===== src/rtl/macc_pkg.sv =====
// Shared encodings for the memory-access stage: access sizes, FSM states
// and the byte-lane mask helper used for store enables.
package macc_pkg;

  localparam logic [1:0] SZ_B = 2'd0;
  localparam logic [1:0] SZ_H = 2'd1;
  localparam logic [1:0] SZ_W = 2'd2;
  localparam logic [1:0] SZ_D = 2'd3;

  typedef enum logic [1:0] {
    ST_IDLE = 2'd0,
    ST_REQ  = 2'd1,
    ST_WAIT = 2'd2
  } state_e;

  // Enables for a 2^size-byte access starting at byte lane 'offset'.
  function automatic logic [7:0] lane_mask(input logic [1:0] size, input logic [2:0] offset);
    logic [7:0] base;
    base = 8'h00;
    case (size)
      SZ_B: base = 8'h01;
      SZ_H: base = 8'h03;
      SZ_W: base = 8'h0F;
      SZ_D: base = 8'hFF;
    endcase
    return base << offset;
  endfunction

endpackage


===== src/rtl/DFF_RST.sv =====
// Generic register with synchronous active-high reset to zero.
module DFF_RST #(
  parameter int W = 1
) (
  input  logic         clk,
  input  logic         rst,
  input  logic [W-1:0] d,
  output logic [W-1:0] q
);

  always_ff @(posedge clk) begin
    if (rst) q <= '0;
    else     q <= d;
  end

endmodule


===== src/rtl/macc_lane_align.sv =====
// Combinational byte-lane logic: store enables and shifted data, misalignment
// detection, and load extraction with sign or zero extension.
module macc_lane_align
  import macc_pkg::*;
#(
  parameter  int XLEN = 32,
  localparam int NB   = XLEN / 8,
  localparam int OFFW = $clog2(NB)
) (
  input  logic [1:0]      size,
  input  logic [OFFW-1:0] offset,
  input  logic            uns,
  input  logic [XLEN-1:0] wdata,
  input  logic [XLEN-1:0] rdata,
  output logic [NB-1:0]   be,
  output logic [XLEN-1:0] wdata_sh,
  output logic            misalign,
  output logic [XLEN-1:0] load_data
);

  logic [2:0]      off3;
  logic [5:0]      bit_sh;
  logic [XLEN-1:0] rsh;
  logic [XLEN-1:0] keep;
  logic            sign;

  always_comb begin
    off3     = 3'(offset);
    bit_sh   = {off3, 3'b000};
    be       = NB'(lane_mask(size, off3));
    wdata_sh = wdata << bit_sh;
    // A doubleword can never fit a 32-bit bus; otherwise offset must be size-aligned.
    misalign = ((XLEN == 32) && (size == SZ_D)) ||
               ((off3 & ((3'd1 << size) - 3'd1)) != 3'd0);

    rsh  = rdata >> bit_sh;
    keep = '1;
    sign = 1'b0;
    case (size)
      SZ_B: begin keep = XLEN'(64'hFF);        sign = rsh[7];  end
      SZ_H: begin keep = XLEN'(64'hFFFF);      sign = rsh[15]; end
      SZ_W: begin keep = XLEN'(64'hFFFF_FFFF); sign = rsh[31]; end
      SZ_D: begin keep = '1;                   sign = 1'b0;    end
    endcase
    load_data = (rsh & keep) | ({XLEN{sign & ~uns}} & ~keep);
  end

endmodule


===== src/rtl/macc_hs.sv =====
// Memory-access stage between EXU and write-back with a req/gnt/rvalid
// handshake to data memory, store lane alignment and load extension.
module macc_hs
  import macc_pkg::*;
#(
  parameter int XLEN = 32
) (
  input  logic              clk_sys,
  input  logic              rst_sys,
  input  logic              i_valid,
  output logic              o_ready,
  input  logic              i_rd_wen,
  input  logic [4:0]        i_rd_addr,
  input  logic              i_mem_rreq,
  input  logic              i_mem_wreq,
  input  logic [1:0]        i_mem_size,
  input  logic              i_mem_unsigned,
  input  logic [XLEN-1:0]   i_mem_addr,
  input  logic [XLEN-1:0]   i_mem_wdata,
  input  logic [XLEN-1:0]   i_alu_result,
  output logic              o_mem_req,
  input  logic              i_mem_gnt,
  output logic              o_mem_we,
  output logic [XLEN/8-1:0] o_mem_be,
  output logic [XLEN-1:0]   o_mem_addr,
  output logic [XLEN-1:0]   o_mem_wdata,
  input  logic              i_mem_rvalid,
  input  logic [XLEN-1:0]   i_mem_rdata,
  output logic              o_wb_valid,
  output logic              o_rd_wen,
  output logic [4:0]        o_rd_addr,
  output logic [XLEN-1:0]   o_rd_data,
  output logic              o_exc_misalign
);

  localparam int NB   = XLEN / 8;
  localparam int OFFW = $clog2(NB);

  state_e          state_d, state_q;
  logic [1:0]      state_raw;
  logic            mem_we_d, mem_we_q;
  logic [NB-1:0]   mem_be_d, mem_be_q;
  logic [XLEN-1:0] mem_addr_d, mem_addr_q;
  logic [XLEN-1:0] mem_wdata_d, mem_wdata_q;
  logic [1:0]      size_d, size_q;
  logic [OFFW-1:0] off_d, off_q;
  logic            uns_d, uns_q;
  logic            pend_wen_d, pend_wen_q;
  logic            wb_valid_d, wb_valid_q;
  logic            rd_wen_d, rd_wen_q;
  logic [4:0]      rd_addr_d, rd_addr_q;
  logic [XLEN-1:0] rd_data_d, rd_data_q;
  logic            exc_d, exc_q;

  logic            in_idle;
  logic            is_mem;
  logic [1:0]      la_size;
  logic [OFFW-1:0] la_off;
  logic [NB-1:0]   la_be;
  logic [XLEN-1:0] la_wdata;
  logic            la_mis;
  logic [XLEN-1:0] la_load;

  assign state_q = state_e'(state_raw);
  assign in_idle = (state_q == ST_IDLE);
  assign is_mem  = i_mem_rreq | i_mem_wreq;

  // Alignment logic sees the incoming op in IDLE and the latched op while waiting.
  assign la_size = in_idle ? i_mem_size : size_q;
  assign la_off  = in_idle ? i_mem_addr[OFFW-1:0] : off_q;

  macc_lane_align #(.XLEN(XLEN)) u_align (
    .size      (la_size),
    .offset    (la_off),
    .uns       (uns_q),
    .wdata     (i_mem_wdata),
    .rdata     (i_mem_rdata),
    .be        (la_be),
    .wdata_sh  (la_wdata),
    .misalign  (la_mis),
    .load_data (la_load)
  );

  always_comb begin
    state_d     = state_q;
    mem_we_d    = mem_we_q;
    mem_be_d    = mem_be_q;
    mem_addr_d  = mem_addr_q;
    mem_wdata_d = mem_wdata_q;
    size_d      = size_q;
    off_d       = off_q;
    uns_d       = uns_q;
    pend_wen_d  = pend_wen_q;
    wb_valid_d  = 1'b0;
    rd_wen_d    = rd_wen_q;
    rd_addr_d   = rd_addr_q;
    rd_data_d   = rd_data_q;
    exc_d       = 1'b0;

    case (state_q)
      ST_IDLE: begin
        if (i_valid) begin
          rd_addr_d = i_rd_addr;
          if (!is_mem) begin
            wb_valid_d = 1'b1;
            rd_wen_d   = i_rd_wen;
            rd_data_d  = i_alu_result;
          end else if (la_mis) begin
            wb_valid_d = 1'b1;
            rd_wen_d   = 1'b0;
            rd_data_d  = i_mem_addr;
            exc_d      = 1'b1;
          end else begin
            // A simultaneous read and write request is handled as a plain load.
            mem_we_d    = i_mem_wreq & ~i_mem_rreq;
            mem_be_d    = la_be;
            mem_addr_d  = {i_mem_addr[XLEN-1:OFFW], OFFW'(0)};
            mem_wdata_d = la_wdata;
            size_d      = i_mem_size;
            off_d       = i_mem_addr[OFFW-1:0];
            uns_d       = i_mem_unsigned;
            pend_wen_d  = i_rd_wen;
            state_d     = ST_REQ;
          end
        end
      end
      ST_REQ: begin
        if (i_mem_gnt) begin
          if (mem_we_q) begin
            wb_valid_d = 1'b1;
            rd_wen_d   = 1'b0;
            state_d    = ST_IDLE;
          end else begin
            state_d = ST_WAIT;
          end
        end
      end
      ST_WAIT: begin
        if (i_mem_rvalid) begin
          wb_valid_d = 1'b1;
          rd_wen_d   = pend_wen_q;
          rd_data_d  = la_load;
          state_d    = ST_IDLE;
        end
      end
      default: state_d = ST_IDLE;
    endcase
  end

  DFF_RST #(.W(2))    u_state     (.clk(clk_sys), .rst(rst_sys), .d(state_d),     .q(state_raw));
  DFF_RST #(.W(1))    u_mem_we    (.clk(clk_sys), .rst(rst_sys), .d(mem_we_d),    .q(mem_we_q));
  DFF_RST #(.W(NB))   u_mem_be    (.clk(clk_sys), .rst(rst_sys), .d(mem_be_d),    .q(mem_be_q));
  DFF_RST #(.W(XLEN)) u_mem_addr  (.clk(clk_sys), .rst(rst_sys), .d(mem_addr_d),  .q(mem_addr_q));
  DFF_RST #(.W(XLEN)) u_mem_wdata (.clk(clk_sys), .rst(rst_sys), .d(mem_wdata_d), .q(mem_wdata_q));
  DFF_RST #(.W(2))    u_size      (.clk(clk_sys), .rst(rst_sys), .d(size_d),      .q(size_q));
  DFF_RST #(.W(OFFW)) u_off       (.clk(clk_sys), .rst(rst_sys), .d(off_d),       .q(off_q));
  DFF_RST #(.W(1))    u_uns       (.clk(clk_sys), .rst(rst_sys), .d(uns_d),       .q(uns_q));
  DFF_RST #(.W(1))    u_pend_wen  (.clk(clk_sys), .rst(rst_sys), .d(pend_wen_d),  .q(pend_wen_q));
  DFF_RST #(.W(1))    u_wb_valid  (.clk(clk_sys), .rst(rst_sys), .d(wb_valid_d),  .q(wb_valid_q));
  DFF_RST #(.W(1))    u_rd_wen    (.clk(clk_sys), .rst(rst_sys), .d(rd_wen_d),    .q(rd_wen_q));
  DFF_RST #(.W(5))    u_rd_addr   (.clk(clk_sys), .rst(rst_sys), .d(rd_addr_d),   .q(rd_addr_q));
  DFF_RST #(.W(XLEN)) u_rd_data   (.clk(clk_sys), .rst(rst_sys), .d(rd_data_d),   .q(rd_data_q));
  DFF_RST #(.W(1))    u_exc       (.clk(clk_sys), .rst(rst_sys), .d(exc_d),       .q(exc_q));

  assign o_ready        = in_idle;
  assign o_mem_req      = (state_q == ST_REQ);
  assign o_mem_we       = mem_we_q;
  assign o_mem_be       = mem_be_q;
  assign o_mem_addr     = mem_addr_q;
  assign o_mem_wdata    = mem_wdata_q;
  assign o_wb_valid     = wb_valid_q;
  assign o_rd_wen       = rd_wen_q;
  assign o_rd_addr      = rd_addr_q;
  assign o_rd_data      = rd_data_q;
  assign o_exc_misalign = exc_q;

endmodule

===== config.mk =====
export PLATFORM = sky130hd
export DESIGN_NAME = macc_hs
export DESIGN_NICKNAME = d
export VERILOG_FILES = /design/src/rtl/macc_pkg.sv /design/src/rtl/DFF_RST.sv /design/src/rtl/macc_lane_align.sv /design/src/rtl/macc_hs.sv
export SDC_FILE = /design/constraint.sdc
export NUM_CORES = 1
export LEC_CHECK = 0
export CAP_MARGIN = 15
export CORE_UTILIZATION = 47
export DETAILED_ROUTE_END_ITERATION = 8
export GPL_ROUTABILITY_DRIVEN = 0
export GPL_TIMING_DRIVEN = 0
export MAX_ROUTING_LAYER = met4
export PLACE_DENSITY = 0.89
export SLEW_MARGIN = 20
export SYNTH_ARGS = -nofsm -noshare
export SYNTH_HDL_FRONTEND = slang
export SYNTH_SLANG_ARGS = --single-unit

===== constraint.sdc =====
create_clock -name clk_sys -period 7.35 [get_ports clk_sys]
set_input_delay 1.47 -clock clk_sys [delete_from_list [all_inputs] [get_ports clk_sys]]
set_output_delay 1.47 -clock clk_sys [all_outputs]
set_load 0.05 [all_outputs]

==> reports/qor.csv, run 1 <==
stage,metric,value,unit
run_status,status,"finished, final reports clean",
route,drt pass-1 iters,5,
layout,sequential cell area,0.002302,mm²
yosys,post-synth cell types,52,
yosys,"Cell Area, Synth",0.006095,mm²
clocking,post_cts resized,0,
route,DRT Wirelength,24810,µm
worst_setup_path,R2R cell count,10,
yosys,ys async rst share,0,
layout,final-layout fill cell count,962,
timing,Max Slew Vio Count,0,
power,Clk pwr share,0.339,
worst_setup_path,Crit. End Element,flop,
worst_setup_path,Critical Path RT,7610,ps
power,Psw,936.5,µW
timing,slew margin rel.,0.3918,
flow_run,maximum capacitance violations,0,
global_route,largest net degree at the start of global routing,17,
global_route,vias in the first global route,7114,
route,routed length per instance,19.15,µm
power,P_leak,3.618,nW
worst_setup_path,Worst path max stage delay,820,ps
timing,Final Skew,14.73,ps
floorplan,row count,41,
floorplan,starting density of the core,0.4829,
worst_setup_path,crit path cell chain,"clkdlybuf4s50_1, a21oi_1, o211ai_1, nand2_1, nor3_1, a221oi_1",
yosys,"FF+latch count, synth",115,
timing,RSZ-0062 raised after global routing,no,
layout,"commonest non-fill, non-tap cell in the layout",nand2_1,
timing,Final period util,0.5147,
layout,share of layout cells above drive strength 1,0.06589,
layout,area grow syn2layout,54.53,%
power,P_int,1.579,mW
timing,Max Freq,264.3,MHz
layout,most frequent cells in the layout,"nand2_1 (276), clkdlybuf4s50_1 (250), dfxtp_1 (115)",
min_path,Worst Hold Class,reg -> reg,
layout,area of the multi-input gates,0.003436,mm²
clocking,CTS buffer count,17,
worst_setup_path,slowest cell on the critical path,nor3_1,
global_route,gr usage total,0.3849,
route,total number of vias,7427,
layout,final net count,1259,
clocking,Clock Path Buffers,2,
clocking,CTS tree,built,
worst_setup_path,crit path DAT,4040,ps
power,Logic pwr share,0.371,
global_route,initial antenna violation count,0,
global_route,first-pass GRT wire length,37280,µm
yosys,Mean Syn Cell Area,7.247,µm²
power,net switching fraction of the power,0.3723,
floorplan,io pins,255,
placement,PortBufs,250,
power,PnR Total Power,2.515,mW
clocking,number of setup buffers added after CTS,0,
clocking,# hold bufs at CTS,0,
route,initial DRC count,787,
layout,antenna cells,0,
clocking,Clock Root Buffer,clkbuf_16,
clocking,Clock transition at path regs,50,ps
yosys,Gate Count Post-Synth,841,
floorplan,die footprint,0.01343,mm²
global_route,grt ovf,0,
power,Worst VDD drop,0.1816,mV
yosys,Synth Flop Type,dfxtp_1,
clocking,Worst-Skew Late Latency,440,ps
timing,worst slew pin tran,905.3,ps
clocking,H-tree levels,4,
timing,fin crit period,3783,ps
power,fraction of power consumed by sequential logic,0.290,
route,post-route antenna net violation count,0,
timing,Sum Neg Setup Slack,0,ps
floorplan,core area,0.01262,mm²
route,drt via density,5.735,
worst_setup_path,maximum fanout along the worst path,9,
timing,final hold vios,0,
yosys,YS warnings,0,
floorplan,Die Height,115.9,µm
route,Residual DRC,0,
worst_setup_path,Crit Path Class,in -> reg,
clocking,CTS sink cnt,115,
worst_setup_path,Startpoint Class,input pin,
placement,post-detail-place hpwl,18330,µm
yosys,"Seq/Total Area, Yosys",0.3777,
power,PwrDens,267.1,mW/mm²
yosys,Post-synth EDFFs,0,
floorplan,Die Span X,115.9,µm
min_path,cell count of the worst hold path,2,
timing,Final Setup Violations,0,
-- metal layers --
| layer | part of all wire | global-route usage | vias up |
|---|---|---|---|
| li1 | - | - | 3410 |
| met1 | 0.38 | 0.4301 | 3400 |
| met2 | 0.45 | 0.5984 | 503 |
| met3 | 0.11 | 0.1177 | 114 |
| met4 | 0.058 | 0.2427 | 0 |
| met5 | 0 | - | - |
-- Yosys cell counts (2+ instances only) --
library cell	n	area [µm²]
inv_1	6	22.52
nor3b_1	2	15.01
a31oi_1	9	56.30
buf_4	3	22.52
a311oi_1	6	52.55
nor2_1	54	202.7
nor3_1	14	70.07
o21ai_0	11	55.05
nand2b_1	2	12.51
buf_2	18	90.09
nand3b_1	17	127.6
ha_1	4	50.05
and3_1	2	12.51
dfxtp_1	115	2302
a21oi_1	97	485.5
mux2_2	3	33.78
a311oi_2	2	30.03
nand3_1	49	245.2
and2_1	4	25.02
mux2i_1	38	380.4
clkbuf_1	38	142.6
a221oi_1	7	61.31
a2111oi_0	2	17.52
or3_1	8	50.05
buf_1	4	15.01
a211oi_1	16	120.1
buf_6	6	67.56
o211ai_1	3	22.52
nor4_1	3	18.77
nand2_1	276	1036
-- final timing paths --
check                                      start               end  slack (ps)
worst max-delay path               i_mem_addr[0]    u_rd_data.q[8]        3570
worst min-delay path            u_mem_addr.q[18]  u_mem_addr.q[18]         450
worst max register to register      u_state.q[0]   u_rd_data.q[28]        4420
worst min register to register  u_mem_addr.q[18]  u_mem_addr.q[18]         450
-- worst max-delay path: cells and delay by family --
| family | cells | cell delay (ps) |
|---|---|---|
| AOI/OAI and AO/OA | 3 | 770 |
| buffers and inverters | 1 | 630 |
| and+or+nand+nor | 2 | 1160 |
-- area by class of cell --
class,count,share of cell area
Buffer,69,0.03587
Clock buffer,21,0.04995
Multi-Input combinational cell,652,0.3648
Tap cell,172,0.02285
Sequential cell,115,0.2445
Inverter,6,0.002391
Clock inverter,10,0.01395
Timing Repair Buffer,250,0.2657
-- flip-flops by register name, summed over array words and instances (netlist names) --
register and flops:
u_exc.q 1, u_mem_addr.q 30, u_mem_be.q 4, u_mem_wdata.q 32
u_mem_we.q 1, u_off.q 2, u_pend_wen.q 1, u_rd_addr.q 5
u_rd_data.q 32, u_rd_wen.q 1, u_size.q 2, u_state.q 2
u_uns.q 1, u_wb_valid.q 1
-- cell families (layout without fill, tap and decap cells) --
| family | Yosys count | after routing | synth area share |
|---|---|---|---|
| adder cells (fa/ha/maj) | 4 | 4 | 0.008212 |
| buffers and inverters | 75 | 356 | 0.05912 |
| other | 1 | 2 | 0.0006153 |
| flip-flops | 115 | 115 | 0.3777 |
| AND/OR/NAND/NOR | 437 | 437 | 0.3067 |
| AO/OA/AOI/OAI | 166 | 166 | 0.1735 |
| multiplexers | 43 | 43 | 0.07411 |
-- power by group through the flow --
stage               clock network [mW]  logic [mW]  registers (mW)
floorplan                            0       0.368           0.952
global placement                     0       0.901           0.738
detailed placement                   0       0.910           0.741
CTS                              0.853       0.918           0.729
global route                     0.886       0.984           0.736
finish                           0.853       0.932           0.730
-- per-stage QoR --
stage          instance area, µm²  worst slack, ps  instances  hold slack, ps    util
6_report                     9418             3567       1295           451.4  0.7463
5_1_grt                      9418             3375       1295           468.2  0.7463
4_1_cts                      9418             3623       1295           453.7  0.7463
3_5_place_dp                 8816             3234       1264           446.1  0.6986
3_3_place_gp                 8816             3283       1264           439.6  0.6986
2_1_floorplan                6098             4224        842           436.6       -
Power figures use the tool's default switching activity.
==> run 2: changes to the inputs <==
--- a/config.mk
+++ b/config.mk
@@ -6,12 +6,12 @@
 export NUM_CORES = 1
 export LEC_CHECK = 0
 export CAP_MARGIN = 15
-export CORE_UTILIZATION = 47
+export CORE_UTILIZATION = 43
 export DETAILED_ROUTE_END_ITERATION = 8
 export GPL_ROUTABILITY_DRIVEN = 0
 export GPL_TIMING_DRIVEN = 0
 export MAX_ROUTING_LAYER = met4
-export PLACE_DENSITY = 0.89
+export PLACE_DENSITY = 0.83
 export SLEW_MARGIN = 20
 export SYNTH_ARGS = -nofsm -noshare
 export SYNTH_HDL_FRONTEND = slang
==> constraint.sdc (replaced) <==
create_clock -name clk_sys -period 3.7 [get_ports clk_sys]
set_input_delay 0.74 -clock clk_sys [delete_from_list [all_inputs] [get_ports clk_sys]]
set_output_delay 0.74 -clock clk_sys [all_outputs]
set_load 0.05 [all_outputs]
==> run 2 against run 1 <==
  * Clock skew shrank 6.6 ps
  * Cell area is essentially flat
  * Sequential cell count is the same
  * Critical path depth is the same
  * Utilization shrank 6.5 points
  * Largest power group unchanged
==> reports/qor.csv, run 2 (synthesis gave the netlist of run 1 again) <==
stage,metric,value,unit,change
run_status,status,"finished, final reports clean",,
floorplan,starting density of the core,0.4408,,-0.04217
power,Worst VDD drop,0.3005,mV,+65%
worst_setup_path,R2R Path Start,u_state.q[0],,
flow_run,maximum capacitance violations,0,,unchanged
clocking,Clock transition at path regs,60,ps,about the same
route,total number of vias,7381,,-0.62%
timing,final hold vios,0,,unchanged
route,Residual DRC,0,,unchanged
floorplan,row count,43,,+4.9%
timing,Max Slew Vio Count,0,,unchanged
global_route,initial antenna violation count,0,,unchanged
route,drt pass-1 iters,5,,unchanged
clocking,number of setup buffers added after CTS,0,,unchanged
timing,Final period util,0.8721,,
route,post-route antenna net violation count,0,,unchanged
layout,share of layout cells above drive strength 1,0.06584,,about the same
timing,RSZ-0062 raised after global routing,no,,
worst_setup_path,R2R cell count,8,,-2
floorplan,Die Span X,121.1,µm,+4.5%
clocking,CTS sink cnt,115,,unchanged
worst_setup_path,maximum fanout along the worst path,9,,unchanged
clocking,Clock Path Buffers,2,,unchanged
global_route,vias in the first global route,6812,,-4.2%
timing,fin crit period,3227,ps,
timing,setup ws final,473.3,ps,-3094 ps
global_route,largest net degree at the start of global routing,17,,unchanged
floorplan,core area,0.01383,mm²,+9.6%
worst_setup_path,flop2flop setup slack,780,ps,-3640 ps
layout,most frequent cells in the layout,"nand2_1 (276), clkdlybuf4s50_1 (250), dfxtp_1 (115)",,
min_path,cell count of the worst hold path,2,,unchanged
power,P_leak,3.620,nW,about the same
clocking,Clock Root Buffer,clkbuf_16,,
layout,biggest regs,"u_mem_wdata.q x32, u_rd_data.q x32, u_mem_addr.q x30",,
timing,worst slew pin tran,993.7,ps,+88.36 ps
global_route,grt ovf,0,,unchanged
floorplan,io pins,255,,unchanged
timing,Final Setup Violations,0,,unchanged
clocking,H-tree levels,4,,unchanged
floorplan,Die Height,121.1,µm,+4.5%
global_route,first-pass GRT wire length,37070,µm,-0.57%
route,DRT Wirelength,24870,µm,+0.27%
clocking,CTS tree,built,,
min_path,worst hold endpoint,u_mem_addr.q[4],,
power,PwrDens,528.7,mW/mm²,+98%
layout,final net count,1259,,unchanged
route,initial DRC count,649,,-18%
timing,Final Skew,8.098,ps,-6.635 ps
clocking,post_cts resized,0,,unchanged
worst_setup_path,Startpoint Class,input pin,,
clocking,# hold bufs at CTS,0,,unchanged
worst_setup_path,Critical Path RT,3960,ps,-3650 ps
route,routed length per instance,19.07,µm,-0.42%
placement,post-place setup slack,272.4,ps,-2962 ps
timing,Hold WS,450.7,ps,-0.6300 ps
layout,area grow syn2layout,54.57,%,about the same
timing,Max Freq,309.9,MHz,
worst_setup_path,crit path DAT,3480,ps,-560 ps
layout,"commonest non-fill, non-tap cell in the layout",nand2_1,,
worst_setup_path,Crit. End Element,flop,,
floorplan,die footprint,0.01465,mm²,+9.1%
timing,Sum Neg Setup Slack,0,ps,unchanged
clocking,Worst-Skew Late Latency,430,ps,about the same
min_path,hold path start,u_mem_addr.q[4],,
layout,antenna cells,0,,unchanged
placement,post-detail-place hpwl,18430,µm,+0.53%
timing,slew margin rel.,0.3324,,-0.05936
global_route,gr usage total,0.3446,,-0.04036
worst_setup_path,R2R Path End,u_rd_data.q[15],,
placement,PortBufs,250,,unchanged
clocking,CTS buffer count,17,,unchanged
route,drt via density,5.660,,-1.3%
worst_setup_path,Crit Path Class,in -> reg,,
min_path,Worst Hold Class,reg -> reg,,
## run 2: cell type report
class	count	area, µm²
Clock buffer	21	460.4
Tap cell	180	225.2
Clock inverter	11	133.9
Buffer	69	337.8
Inverter	6	22.52
Timing Repair Buffer	250	2502
Sequential cell	115	2302
Multi-Input combinational cell	652	3436
Fill cell	1196	4407
## run 2: worst max-delay path by stage
stage | cells past startpoint | end | start
CTS | 6 | u_rd_data.q[15] | i_mem_addr[0]
detailed placement | 6 | u_rd_data.q[8] | i_mem_addr[0]
floorplan | 10 | u_rd_data.q[28] | u_state.q[0]
global route | 6 | u_rd_data.q[15] | i_mem_addr[0]
finish | 6 | u_rd_data.q[15] | i_mem_addr[0]
global placement | 6 | u_rd_data.q[15] | i_mem_addr[0]
## run 2: metrics by stage
stage | instance area, µm² | std cells | utilization | total power, mW
floorplan | 6098 | 842 | - | 2.622
global placement | 8826 | 1272 | 0.6383 | 3.266
detailed placement | 8826 | 1272 | 0.6383 | 3.289
CTS | 9420 | 1304 | 0.6813 | 4.961
global route | 9420 | 1304 | 0.6813 | 5.153
finish | 9420 | 1304 | 0.6813 | 4.980
## run 2: routing by layer
| layer | track usage | routed length, µm | up-vias |
|---|---|---|---|
| met2 | 0.5536 | 11680 | 466 |
| met5 | - | 0 | - |
| met3 | 0.07096 | 2351 | 79 |
| met4 | 0.1597 | 960 | 0 |
| met1 | 0.4136 | 9876 | 3420 |
| li1 | - | - | 3416 |
## run 2: worst max-delay path, cell delays in order
cell and delay (ps):
clkdlybuf4s50_1 630, a21oi_1 130, o211ai_1 490, nand2_1 360
nor3_1 890, a2111oi_0 240
## run 2: power breakdown
group          switching (mW)  internal, mW  leakage (nW)
sequential             0.0772          1.37         0.939
clock                   0.599          1.09         0.300
combinational            1.18         0.663          2.38
total                    1.86          3.12          3.62
==> run 3: changes to the inputs <==
--- a/config.mk
+++ b/config.mk
@@ -5,6 +5,7 @@
 export SDC_FILE = /design/constraint.sdc
 export NUM_CORES = 1
 export LEC_CHECK = 0
+export ABC_AREA = 1
 export CAP_MARGIN = 15
 export CORE_UTILIZATION = 43
 export DETAILED_ROUTE_END_ITERATION = 8
==> run 3 against run 2 <==
  * Register-to-register slack improved by 280 ps
  * Maximum frequency rose by 18%
  * Sequential share of layout area rose by 0.31 points
  * Largest cell class unchanged
  * Largest power group unchanged
==> reports/qor.csv, run 3 <==
stage,metric,value,unit,change
layout,final net count,1323,,+5.1%
worst_setup_path,Critical Path RT,2960,ps,-1000 ps
floorplan,Die Height,120.4,µm,-0.54%
run_status,status,"finished, final reports clean",,
route,drt via density,5.531,,-2.3%
yosys,adder-cell area share of the yosys netlist,0.008302,,+0.00009033
layout,share of layout cells above drive strength 1,0.06481,,-0.001021
layout,biggest regs,"u_mem_wdata.q x32, u_rd_data.q x32, u_mem_addr.q x30",,
clocking,Clock transition at path regs,50,ps,about the same
timing,final hold vios,0,,unchanged
yosys,Gate Count Post-Synth,906,,+7.7%
timing,fin crit period,2725,ps,-501.9 ps
yosys,post-synth cell types,34,,-35%
yosys,Mean Syn Cell Area,6.654,µm²,-8.2%
route,initial DRC count,1069,,+65%
clocking,Worst-Skew Late Latency,420,ps,about the same
yosys,Post-synth EDFFs,0,,unchanged
timing,Hold WS,465.0,ps,+14.22 ps
flow_run,maximum capacitance violations,0,,unchanged
timing,slew margin rel.,0.5405,,+0.2080
timing,Max Freq,367.0,MHz,+18%
worst_setup_path,Worst Path Buf+Inv,2,,+1
route,drt pass-1 iters,9,,+4
yosys,largest family of logic cells by synthesized area,simple AND/OR/NAND/NOR gates,,
placement,post-detail-place hpwl,18110,µm,-1.7%
placement,DP Area,0.008745,mm²,-0.92%
yosys,post-synthesis simple-gate area fraction,0.2688,,-0.03793
floorplan,io pins,255,,unchanged
floorplan,core area,0.01345,mm²,-2.7%
layout,"commonest non-fill, non-tap cell in the layout",clkdlybuf4s50_1,,
yosys,Synth area leader,dfxtp_1,,
yosys,top-count cell post-synth,nor2_1,,
layout,antenna cells,0,,unchanged
worst_setup_path,family with the most delay on the worst path,buffers and inverters,,
worst_setup_path,Worst path max stage delay,850,ps,-40 ps
timing,RSZ-0062 raised after global routing,no,,
layout,area grow syn2layout,54.30,%,
worst_setup_path,maximum fanout along the worst path,4,,-5
route,routed length per instance,17.46,µm,-8.5%
timing,Max Slew Vio Count,0,,unchanged
worst_setup_path,Startpoint Class,flop,,
floorplan,row count,42,,-2.3%
global_route,vias in the first global route,6862,,+0.73%
yosys,xor/xnor share of the synthesized area,0,,unchanged
power,P_leak,3.747,nW,+3.5%
yosys,YS warnings,0,,unchanged
power,Worst VDD drop,0.5182,mV,+72%
floorplan,starting density of the core,0.4481,,+0.007328
global_route,largest net degree at the start of global routing,17,,unchanged
clocking,# hold bufs at CTS,0,,unchanged
global_route,first-pass GRT wire length,36210,µm,-2.3%
global_route,grt ovf,0,,unchanged
timing,Sum Neg Setup Slack,0,ps,unchanged
yosys,Synth Flop Type,dfxtp_1,,
clocking,Clock Path Buffers,2,,unchanged
route,Residual DRC,0,,unchanged
layout,sequential cell area,0.002302,mm²,unchanged
layout,fin area,0.009301,mm²,-1.3%
power,PwrDens,884.6,mW/mm²,+67%
clocking,Clock Root Buffer,clkbuf_16,,
clocking,H-tree levels,4,,unchanged
route,post-route antenna net violation count,0,,unchanged
placement,PortBufs,249,,-0.40%
timing,Final period util,0.7364,,-0.1356
worst_setup_path,crit path DAT,1980,ps,-1500 ps
min_path,Worst Hold Class,reg -> reg,,
floorplan,die footprint,0.01450,mm²,-1.1%
timing,Final Skew,5.464,ps,-2.634 ps
global_route,gr usage total,0.3367,,-0.007892
yosys,Post-synth top cells,"nor2_1 (188), o21ai_0 (183), nand2_1 (129), dfxtp_1 (115)",,
global_route,initial antenna violation count,0,,unchanged
route,DRT Wirelength,23810,µm,-4.3%
floorplan,Die Span X,120.4,µm,-0.54%
yosys,mux cell area share after synthesis,0.006642,,-0.06747
timing,Final Setup Violations,0,,unchanged
yosys,ys async rst share,0,,unchanged
yosys,Yosys top cell area share,0.3819,,+0.004155
worst_setup_path,Crit. End Element,output port,,
layout,final-layout fill cell count,1203,,+0.59%
yosys,"FF+latch count, synth",115,,unchanged
layout,area of the multi-input gates,0.003214,mm²,-6.4%
yosys,"Seq/Total Area, Yosys",0.3819,,+0.004155
timing,worst slew pin tran,688.6,ps,-305.1 ps
clocking,CTS tree,built,,
clocking,CTS sink cnt,115,,unchanged
worst_setup_path,crit path cell chain,"inv_1, ha_1, clkdlybuf4s50_1",,
yosys,Synth Area in Compound Gates,0.2482,,+0.07476
clocking,CTS buffer count,17,,unchanged
worst_setup_path,Crit Path Class,reg -> out,,
yosys,"top cells by area, synth","dfxtp_1 (38%), o21ai_0 (15%), nor2_1 (12%)",,
clocking,number of setup buffers added after CTS,0,,unchanged
clocking,post_cts resized,0,,unchanged
yosys,"Cell Area, Synth",0.006028,mm²,-1.1%
worst_setup_path,slowest cell on the critical path,clkdlybuf4s50_1,,
route,total number of vias,7544,,+2.2%
layout,most frequent cells in the layout,"clkdlybuf4s50_1 (249), nor2_1 (188), o21ai_0 (183)",,
==> run 3: cell types whose count changed after synthesis, sizes merged, moves of 10 or more <==
cell,delta
o21ai,+183
nand2,-140
nor2,+138
a21oi,-43
mux2i,-35
inv,+32
nand3b,-17
o22ai,+17
a211oi,-16
nor3,-10
==> run 3: per-stage QoR <==
step	setup WS, ps	cells	power (mW)	utilization
after floorplan	1336	907	5.083	-
after global placement	738.0	1332	6.537	0.6500
after detailed placement	736.5	1332	6.598	0.6500
after CTS	984.4	1364	8.167	0.6914
after global routing	835.7	1364	8.658	0.6914
final	975.2	1364	8.228	0.6914
==> run 3: path summary, 6_finish.rpt <==
check | slack, ps | from | depth (start not counted) | end
min | 460 | u_size.q[0] | 2 | u_size.q[0]
min reg2reg | 460 | u_size.q[0] | 2 | u_size.q[0]
max reg2reg | 1060 | u_state.q[1] | 13 | u_mem_we.q
max | 980 | u_state.q[1] | 3 | o_ready
==> run 3: metal layers <==
metal	wire length, µm	track usage	vias up	share of wire
met5	0	-	-	0
met4	933	0.1543	0	0.039
met3	2474	0.08349	70	0.10
met2	10570	0.5011	496	0.44
met1	9827	0.4295	3409	0.41
li1	-	-	3569	-
==> run 3: cells by family after synthesis <==
family,Yosys count
fa+ha+maj,4
mux,4
other cells,1
compound gates,281
simple gates,393
buf+inv,108
flops,115
==> run 3: area by class of cell <==
type | instances | area share
Buffer | 69 | 0.03968
Clock buffer | 22 | 0.05098
Clock inverter | 10 | 0.008878
Inverter | 39 | 0.01574
Multi-Input combinational cell | 684 | 0.3456
Sequential cell | 115 | 0.2475
Tap cell | 176 | 0.02367
Timing Repair Buffer | 249 | 0.2680
==> run 3: worst reg2reg max path, stage by stage (launching register included) <==
cell,delay [ps]
dfxtp_1,330
inv_1,100
ha_1,280
inv_2,110
nand2_1,70
nand2_1,190
o21ai_1,250
nand2_1,110
nor2_4,150
nand2_2,160
inv_2,190
buf_4,220
nand3_1,180
a21oi_1,210
==> run 3: report_power, final <==
group | switching (mW) | internal [mW] | leakage (nW) | total [mW]
clock | 0.581 | 0.966 | 0.271 | 1.55
sequential | 0.207 | 1.64 | 0.945 | 1.84
combinational | 3.26 | 1.57 | 2.53 | 4.84
